===== src/rtl/decode_arbiter_pkg.sv =====
// Shared types and lookup constants for the two-requester code decoder.
package decode_arb_pkg;

    typedef enum logic [1:0] {IDLE, LOOKUP, RESP} state_t;

    typedef logic       req_id_t;
    typedef logic [5:0] code_t;
    typedef logic [2:0] sym_t;

    typedef struct packed {
        logic hit;
        sym_t sym;
    } lut_out_t;

    localparam code_t CODE_A = 6'b101010;
    localparam sym_t  SYM_A  = 3'b111;
    localparam code_t CODE_B = 6'b101100;
    localparam sym_t  SYM_B  = 3'b010;
    localparam code_t CODE_C = 6'b101101;
    localparam sym_t  SYM_C  = 3'b110;
    localparam code_t CODE_D = 6'b011011;
    localparam sym_t  SYM_D  = 3'b011;
    localparam code_t CODE_E = 6'b101111;
    localparam sym_t  SYM_E  = 3'b001;

endpackage


===== src/rtl/decode_arbiter_if.sv =====
// Request/response handshake bundle between two code sources, the arbiter and one consumer.
interface decode_arbiter_if #(
    parameter int DW = 6,
    parameter int OW = 3
);
    logic          req0_valid;
    logic [DW-1:0] req0_data;
    logic          req0_ready;
    logic          req1_valid;
    logic [DW-1:0] req1_data;
    logic          req1_ready;
    logic          rsp_valid;
    logic [OW-1:0] rsp_data;
    logic          rsp_hit;
    logic          rsp_id;
    logic          rsp_ready;
    logic          busy;

    modport slave (
        input  req0_valid, req0_data, req1_valid, req1_data, rsp_ready,
        output req0_ready, req1_ready, rsp_valid, rsp_data, rsp_hit, rsp_id, busy
    );

    modport master (
        output req0_valid, req0_data, req1_valid, req1_data, rsp_ready,
        input  req0_ready, req1_ready, rsp_valid, rsp_data, rsp_hit, rsp_id, busy
    );
endinterface


===== src/rtl/decode_arbiter_code_lut.sv =====
// Exact-match 6-bit code to 3-bit symbol table; combinational, no backpressure.
// Unlisted codes return symbol 000 with hit cleared.
module code_lut
    import decode_arb_pkg::*;
(
    input  code_t    code,
    output lut_out_t result
);

    always_comb begin
        result = '0;
        case (code)
            CODE_A:  result = '{hit: 1'b1, sym: SYM_A};
            CODE_B:  result = '{hit: 1'b1, sym: SYM_B};
            CODE_C:  result = '{hit: 1'b1, sym: SYM_C};
            CODE_D:  result = '{hit: 1'b1, sym: SYM_D};
            CODE_E:  result = '{hit: 1'b1, sym: SYM_E};
            default: result = '0;
        endcase
    end

endmodule


===== src/rtl/decode_arbiter.sv =====
// Round-robin shares one code lookup between two requesters; accept to rsp_valid is 2 cycles,
// response held until rsp_ready, no new accept while busy. DEC_STATS_EN adds per-requester miss counters.
module decode_arbiter
    import decode_arb_pkg::*;
#(
    parameter int DW = 6,
    parameter int OW = 3
`ifdef DEC_STATS_EN
    ,
    parameter int CNT_W = 8
`endif
) (
    input  logic clk,
    input  logic rst,
    decode_arbiter_if.slave bus
`ifdef DEC_STATS_EN
    ,
    output logic [CNT_W-1:0] miss_cnt0,
    output logic [CNT_W-1:0] miss_cnt1
`endif
);

    state_t        state, state_nxt;
    req_id_t       last_grant, grant_id, id_q;
    logic          grant_vld;
    logic [DW-1:0] code_q;
    lut_out_t      lut_out;
    logic [OW-1:0] rsp_data_q;
    logic          rsp_hit_q;
    req_id_t       rsp_id_q;
    logic          rsp_hs;

    code_lut u_lut (
        .code   (code_q),
        .result (lut_out)
    );

    always_ff @(posedge clk or posedge rst) begin
        if (rst) state <= IDLE;
        else     state <= state_nxt;
    end

    always_comb begin
        state_nxt = state;
        case (state)
            IDLE:    if (grant_vld)     state_nxt = LOOKUP;
            LOOKUP:                     state_nxt = RESP;
            RESP:    if (bus.rsp_ready) state_nxt = IDLE;
            default:                    state_nxt = IDLE;
        endcase
    end

    // Ready is gated by rst so nothing is offered while reset is asserted.
    always_comb begin
        grant_vld      = 1'b0;
        grant_id       = 1'b0;
        bus.req0_ready = 1'b0;
        bus.req1_ready = 1'b0;
        if (state == IDLE && !rst) begin
            grant_vld = bus.req0_valid | bus.req1_valid;
            if (bus.req0_valid && bus.req1_valid) grant_id = ~last_grant;
            else                                  grant_id = bus.req1_valid;
            bus.req0_ready = grant_vld & ~grant_id;
            bus.req1_ready = grant_vld &  grant_id;
        end
    end

    assign rsp_hs        = (state == RESP) && bus.rsp_ready;
    assign bus.rsp_valid = (state == RESP);
    assign bus.busy      = (state != IDLE);
    assign bus.rsp_data  = rsp_data_q;
    assign bus.rsp_hit   = rsp_hit_q;
    assign bus.rsp_id    = rsp_id_q;

    always_ff @(posedge clk or posedge rst) begin
        if (rst) begin
            last_grant <= 1'b1;
            id_q       <= 1'b0;
            code_q     <= '0;
            rsp_data_q <= '0;
            rsp_hit_q  <= 1'b0;
            rsp_id_q   <= 1'b0;
        end else begin
            if (grant_vld) begin
                code_q <= grant_id ? bus.req1_data : bus.req0_data;
                id_q   <= grant_id;
            end
            if (state == LOOKUP) begin
                rsp_data_q <= lut_out.sym;
                rsp_hit_q  <= lut_out.hit;
                rsp_id_q   <= id_q;
            end
            if (rsp_hs) last_grant <= rsp_id_q;
        end
    end

`ifdef DEC_STATS_EN
    always_ff @(posedge clk or posedge rst) begin
        if (rst) begin
            miss_cnt0 <= '0;
            miss_cnt1 <= '0;
        end else if (rsp_hs && !rsp_hit_q) begin
            if (!rsp_id_q && miss_cnt0 != '1) miss_cnt0 <= miss_cnt0 + 1'b1;
            if ( rsp_id_q && miss_cnt1 != '1) miss_cnt1 <= miss_cnt1 + 1'b1;
        end
    end
`endif

endmodule


===== src/flat_wrapper.sv =====
// flat-port wrapper written by rule: the top's interface ports become plain ports
module decode_arbiter_flat import decode_arb_pkg::*;
#(
    parameter int DW = 6,
    parameter int OW = 3

)
  (clk, rst, bus_req0_valid, bus_req0_data, bus_req1_valid, bus_req1_data, bus_rsp_ready, bus_req0_ready, bus_req1_ready, bus_rsp_valid, bus_rsp_data, bus_rsp_hit, bus_rsp_id, bus_busy);
  decode_arbiter_if #(.DW(DW), .OW(OW)) bus_i ();
  input  logic clk;
  input  logic rst;
  input wire logic [$bits(bus_i.req0_valid)-1:0] bus_req0_valid;
  input wire logic [$bits(bus_i.req0_data)-1:0] bus_req0_data;
  input wire logic [$bits(bus_i.req1_valid)-1:0] bus_req1_valid;
  input wire logic [$bits(bus_i.req1_data)-1:0] bus_req1_data;
  input wire logic [$bits(bus_i.rsp_ready)-1:0] bus_rsp_ready;
  output wire logic [$bits(bus_i.req0_ready)-1:0] bus_req0_ready;
  output wire logic [$bits(bus_i.req1_ready)-1:0] bus_req1_ready;
  output wire logic [$bits(bus_i.rsp_valid)-1:0] bus_rsp_valid;
  output wire logic [$bits(bus_i.rsp_data)-1:0] bus_rsp_data;
  output wire logic [$bits(bus_i.rsp_hit)-1:0] bus_rsp_hit;
  output wire logic [$bits(bus_i.rsp_id)-1:0] bus_rsp_id;
  output wire logic [$bits(bus_i.busy)-1:0] bus_busy;
  assign bus_i.req0_valid = bus_req0_valid;
  assign bus_i.req0_data = bus_req0_data;
  assign bus_i.req1_valid = bus_req1_valid;
  assign bus_i.req1_data = bus_req1_data;
  assign bus_i.rsp_ready = bus_rsp_ready;
  assign bus_req0_ready = bus_i.req0_ready;
  assign bus_req1_ready = bus_i.req1_ready;
  assign bus_rsp_valid = bus_i.rsp_valid;
  assign bus_rsp_data = bus_i.rsp_data;
  assign bus_rsp_hit = bus_i.rsp_hit;
  assign bus_rsp_id = bus_i.rsp_id;
  assign bus_busy = bus_i.busy;
  decode_arbiter #(.DW(DW), .OW(OW)) u_core (.clk(clk), .rst(rst), .bus(bus_i));
endmodule

===== config.mk =====
export PLATFORM = sky130hd
export DESIGN_NAME = decode_arbiter_flat
export DESIGN_NICKNAME = d
export VERILOG_FILES = /design/src/rtl/decode_arbiter_pkg.sv /design/src/rtl/decode_arbiter_if.sv /design/src/rtl/decode_arbiter_code_lut.sv /design/src/rtl/decode_arbiter.sv /design/src/flat_wrapper.sv
export SDC_FILE = /design/constraint.sdc
export NUM_CORES = 1
export LEC_CHECK = 0
export CAP_MARGIN = 40
export CORE_MARGIN = 2
export CORE_UTILIZATION = 46
export CTS_CLUSTER_DIAMETER = 40
export CTS_CLUSTER_SIZE = 14
export DETAILED_ROUTE_END_ITERATION = 8
export PLACE_DENSITY = 0.79
export SETUP_SLACK_MARGIN = 0.1
export SYNTH_ARGS = -nofsm -noshare
export SYNTH_HDL_FRONTEND = slang
export SYNTH_SLANG_ARGS = --single-unit

===== constraint.sdc =====
create_clock -name clk -period 2.37 [get_ports clk]
set_input_delay 0.711 -clock clk [delete_from_list [all_inputs] [get_ports clk]]
set_output_delay 0.711 -clock clk [all_outputs]
set_load 0.01 [all_outputs]

==> metrics.md <==
| Metric | Value |
|---|---|
| Final Util | between 70% and 80% |
| Post-DR vias/cell | a little over 5 |
| Gr usage total | between 20% and 30% |
| Cell area after synthesis | 733 sq um |
| Fill cells | approximately 120 |
| Met3 GRT Util | 7.50% |
| Initial Util | ~50% |
| YS warnings | 0 |
| Crit path required time | about 1700 ps |
| Area delta synth->final | 44.0% |
| Setup Viol. Count Final | 0 |
| Fmax | ~450 MHz |
| Syn Area/Cell | between 9 and 10 sq um |
| DR WL/cell | around 13 um |
| Overflow after GRT | 0 |
| Max Cap Violations | 0 |
| Synth area leader | dfrtp_1 |
| Max Root-Sink Buffers | 2 |
| TritonCTS clock tree | yes |
| Clk pin slew, worst setup/hold paths | 80 ps |
| Clock skew | about 5 ps |
| Worst IR Drop VDD | around 0.6 mV |
| Via count | approximately 630 |
| R2R setup slack | 1000 ps |
| CP Class | input port to primary output |
| RR Startpoint | u_core.state[1] |
| Die width | between 40 and 50 um |
| Share of cells above drive strength 1 | between 20% and 30% |
| HPWL Detailed | ~1.2 mm |
| Initial antenna violation count | 0 |
| CTS sink cnt | 15 |
| DR iter-0 viols | 7 |
| Drt drc | 0 |
| Layer with the highest usage | met2 |
| Rel. slew slack | 63.3% |
| Yosys cell types | 26 |
| R2R depth | 5 |
| Outcome | finished clean |
| Final nets | between 100 and 150 |
| DR pass1 iterations | 4 |
| Row count | 14 |
| Critical path endpoint category | primary output |
| Net Count, Synth | between 90 and 100 |
| Core area | ~0.0015 sq mm |
| H-tree depth | 1 |
| EDFF count, synth | 0 |
| Later-pin clock latency in the skew report | roughly 280 ps |
| Hold_ws | 479 ps |
| Die area | 0.00193 sq mm |
| Vias in the first global route | roughly 660 |
| Routed Antenna Nets | 0 |
| Critical Path Start | bus_req0_valid |
| Yosys top cell area share | 47.8% |
| Ys flop type | dfrtp_1 |
| Pwr/cell area | just under 900 mW/mm^2 |
| # hold bufs at CTS | 0 |
| CP arrival | between 1500 and 2000 ps |
| Total CTS buffers | 3 |
| Largest net degree at the start of global routing | 16 |
| Post-route minimum period | about 2200 ps |
| Max-slew violations | 0 |
| Worst-margin pin slew | between 500 and 600 ps |
| First-pass GRT wire length | 2.84 mm |
| Final hold violations | 0 |
| Startpoint Class | input port |
| Count leader, synth | dfrtp_1 |
| Inserted Diodes | 0 |
| M1 GR Usage | around 24% |
| Async S/R FF share, synth | 100% |
| IO Pins | 26 |
| Die Height | roughly 44 um |
| M2 GR Usage | a little over a third |
| Post-route clock period utilization | a little over nine tenths |
| PortBufs | 25 |
| Sequential fraction of the synthesis area | about half |
| Post-Syn Instances | 75 |
| Worst R2R End | u_core.code_q[0] |
| RSZ-0062 raised after global routing | no |
| Routability Congestion | 0.771 |
| Most instantiated cells after synthesis | 14 x dfrtp_1, 12 x nand2_1, 8 x o21ai_0 |
| HP Class | flop to flop |
| Top post-synthesis cells by area | dfrtp_1 48%, nand2_1 6.1%, o21ai_0 5.5% |
| Static Leak | about 0.00049 uW |
| Root buf cell | clkbuf_4 |
| Synthesized flop and latch total | 15 |
| Max FO, Critical Path | 3 |
| Worst setup path endpoint | bus_req1_ready |
| Post-Route WL | about 1.6 mm |
[layout make-up]
type	instances	area, sq um	share of cell area [%]
Multi-Input combinational cell	52	333	31.5
Tap cell	16	20.0	1.90
Timing Repair Buffer	30	282	26.7
Sequential cell	15	377	35.7
Clock buffer	4	26.3	2.49
Inverter	5	18.8	1.78
[cells in the final DEF (no fill, tap or decap), types with 2 or more instances in the layout]
| cell type | n |
|---|---|
| clkdlybuf4s50_1 | 18 |
| dfrtp_1 | 14 |
| nand2_1 | 12 |
| o21ai_0 | 7 |
| o22ai_1 | 6 |
| inv_1 | 5 |
| buf_4 | 5 |
| o21ai_1 | 4 |
| o21ai_2 | 3 |
| clkbuf_4 | 3 |
| or2_2 | 2 |
| nand2b_1 | 2 |
| mux2_2 | 2 |
| nor2b_1 | 2 |
| clkdlybuf4s15_1 | 2 |
| dlymetal6s2s_1 | 2 |
| buf_2 | 2 |
[flip-flops by register name (all words and copies together), names as in the netlist]
name / count
u_core.bus.rsp_data: 3
u_core.bus.rsp_hit: 1
u_core.bus.rsp_id: 1
u_core.code_q: 6
u_core.id_q: 1
u_core.last_grant: 1
u_core.state: 2
[power breakdown]
| part | leakage [uW] | internal, uW | switching, uW |
|---|---|---|---|
| Clock | 0.0000150 | 65.3 | 73.7 |
| Sequential | 0.000189 | 352 | 82.7 |
| Combinational | 0.000289 | 203 | 166 |
[metrics by stage]
step | std cells | total power [uW] | area, sq um | TNS (ps) | setup slack (ps)
after CTS | 122 | 948 | 1040 | 0 | 106
after global routing | 122 | 1020 | 1060 | 0 | 116
after floorplan | 75 | 640 | 733 | 0 | 332
final | 122 | 943 | 1060 | 0 | 150
after global placement | 117 | 787 | 1010 | -991 | -528
after detailed placement | 117 | 802 | 1010 | -1030 | -553
[worst min path at each step]
stage | from | end | slack (ps) | depth (start not counted)
floorplan | u_core.id_q | u_core.id_q | 450 | 1
global placement | u_core.bus.rsp_data[2] | u_core.bus.rsp_data[2] | 460 | 2
detailed placement | u_core.bus.rsp_data[1] | u_core.bus.rsp_data[1] | 470 | 2
CTS | u_core.bus.rsp_data[1] | u_core.bus.rsp_data[1] | 490 | 2
global route | u_core.bus.rsp_data[2] | u_core.bus.rsp_data[2] | 520 | 2
finish | u_core.bus.rsp_data[1] | u_core.bus.rsp_data[1] | 480 | 2
[what timing repair did]
action	CTS	global route
setup buffers	1	0
resized for setup	15	5
pin swaps	2	3
setup endpoints to repair	2	4
[worst max-delay path, cell delays in order]
cell	delay, ps
clkdlybuf4s15_1	210
a21bo_4	250
nor3_4	180
buf_2	160
[kinds of logic (layout without fill, tap and decap cells)]
| logic type | count (synthesis) | count (layout) | synth area share [%] |
|---|---|---|---|
| buffers and inverters | 8 | 39 | 5.29 |
| AO/OA/AOI/OAI | 26 | 26 | 22.7 |
| AND/OR/NAND/NOR | 24 | 24 | 17.6 |
| flip-flops | 15 | 15 | 51.4 |
| multiplexers | 2 | 2 | 3.07 |
[layer usage]
metal	routed length, um	vias to the layer above	share of wire, %
met5	0	-	0
met4	13	0	0.79
met3	75	2	4.6
met1	709	289	43
met2	840	14	51
li1	-	329	-
(Power assumes the default switching activity.)
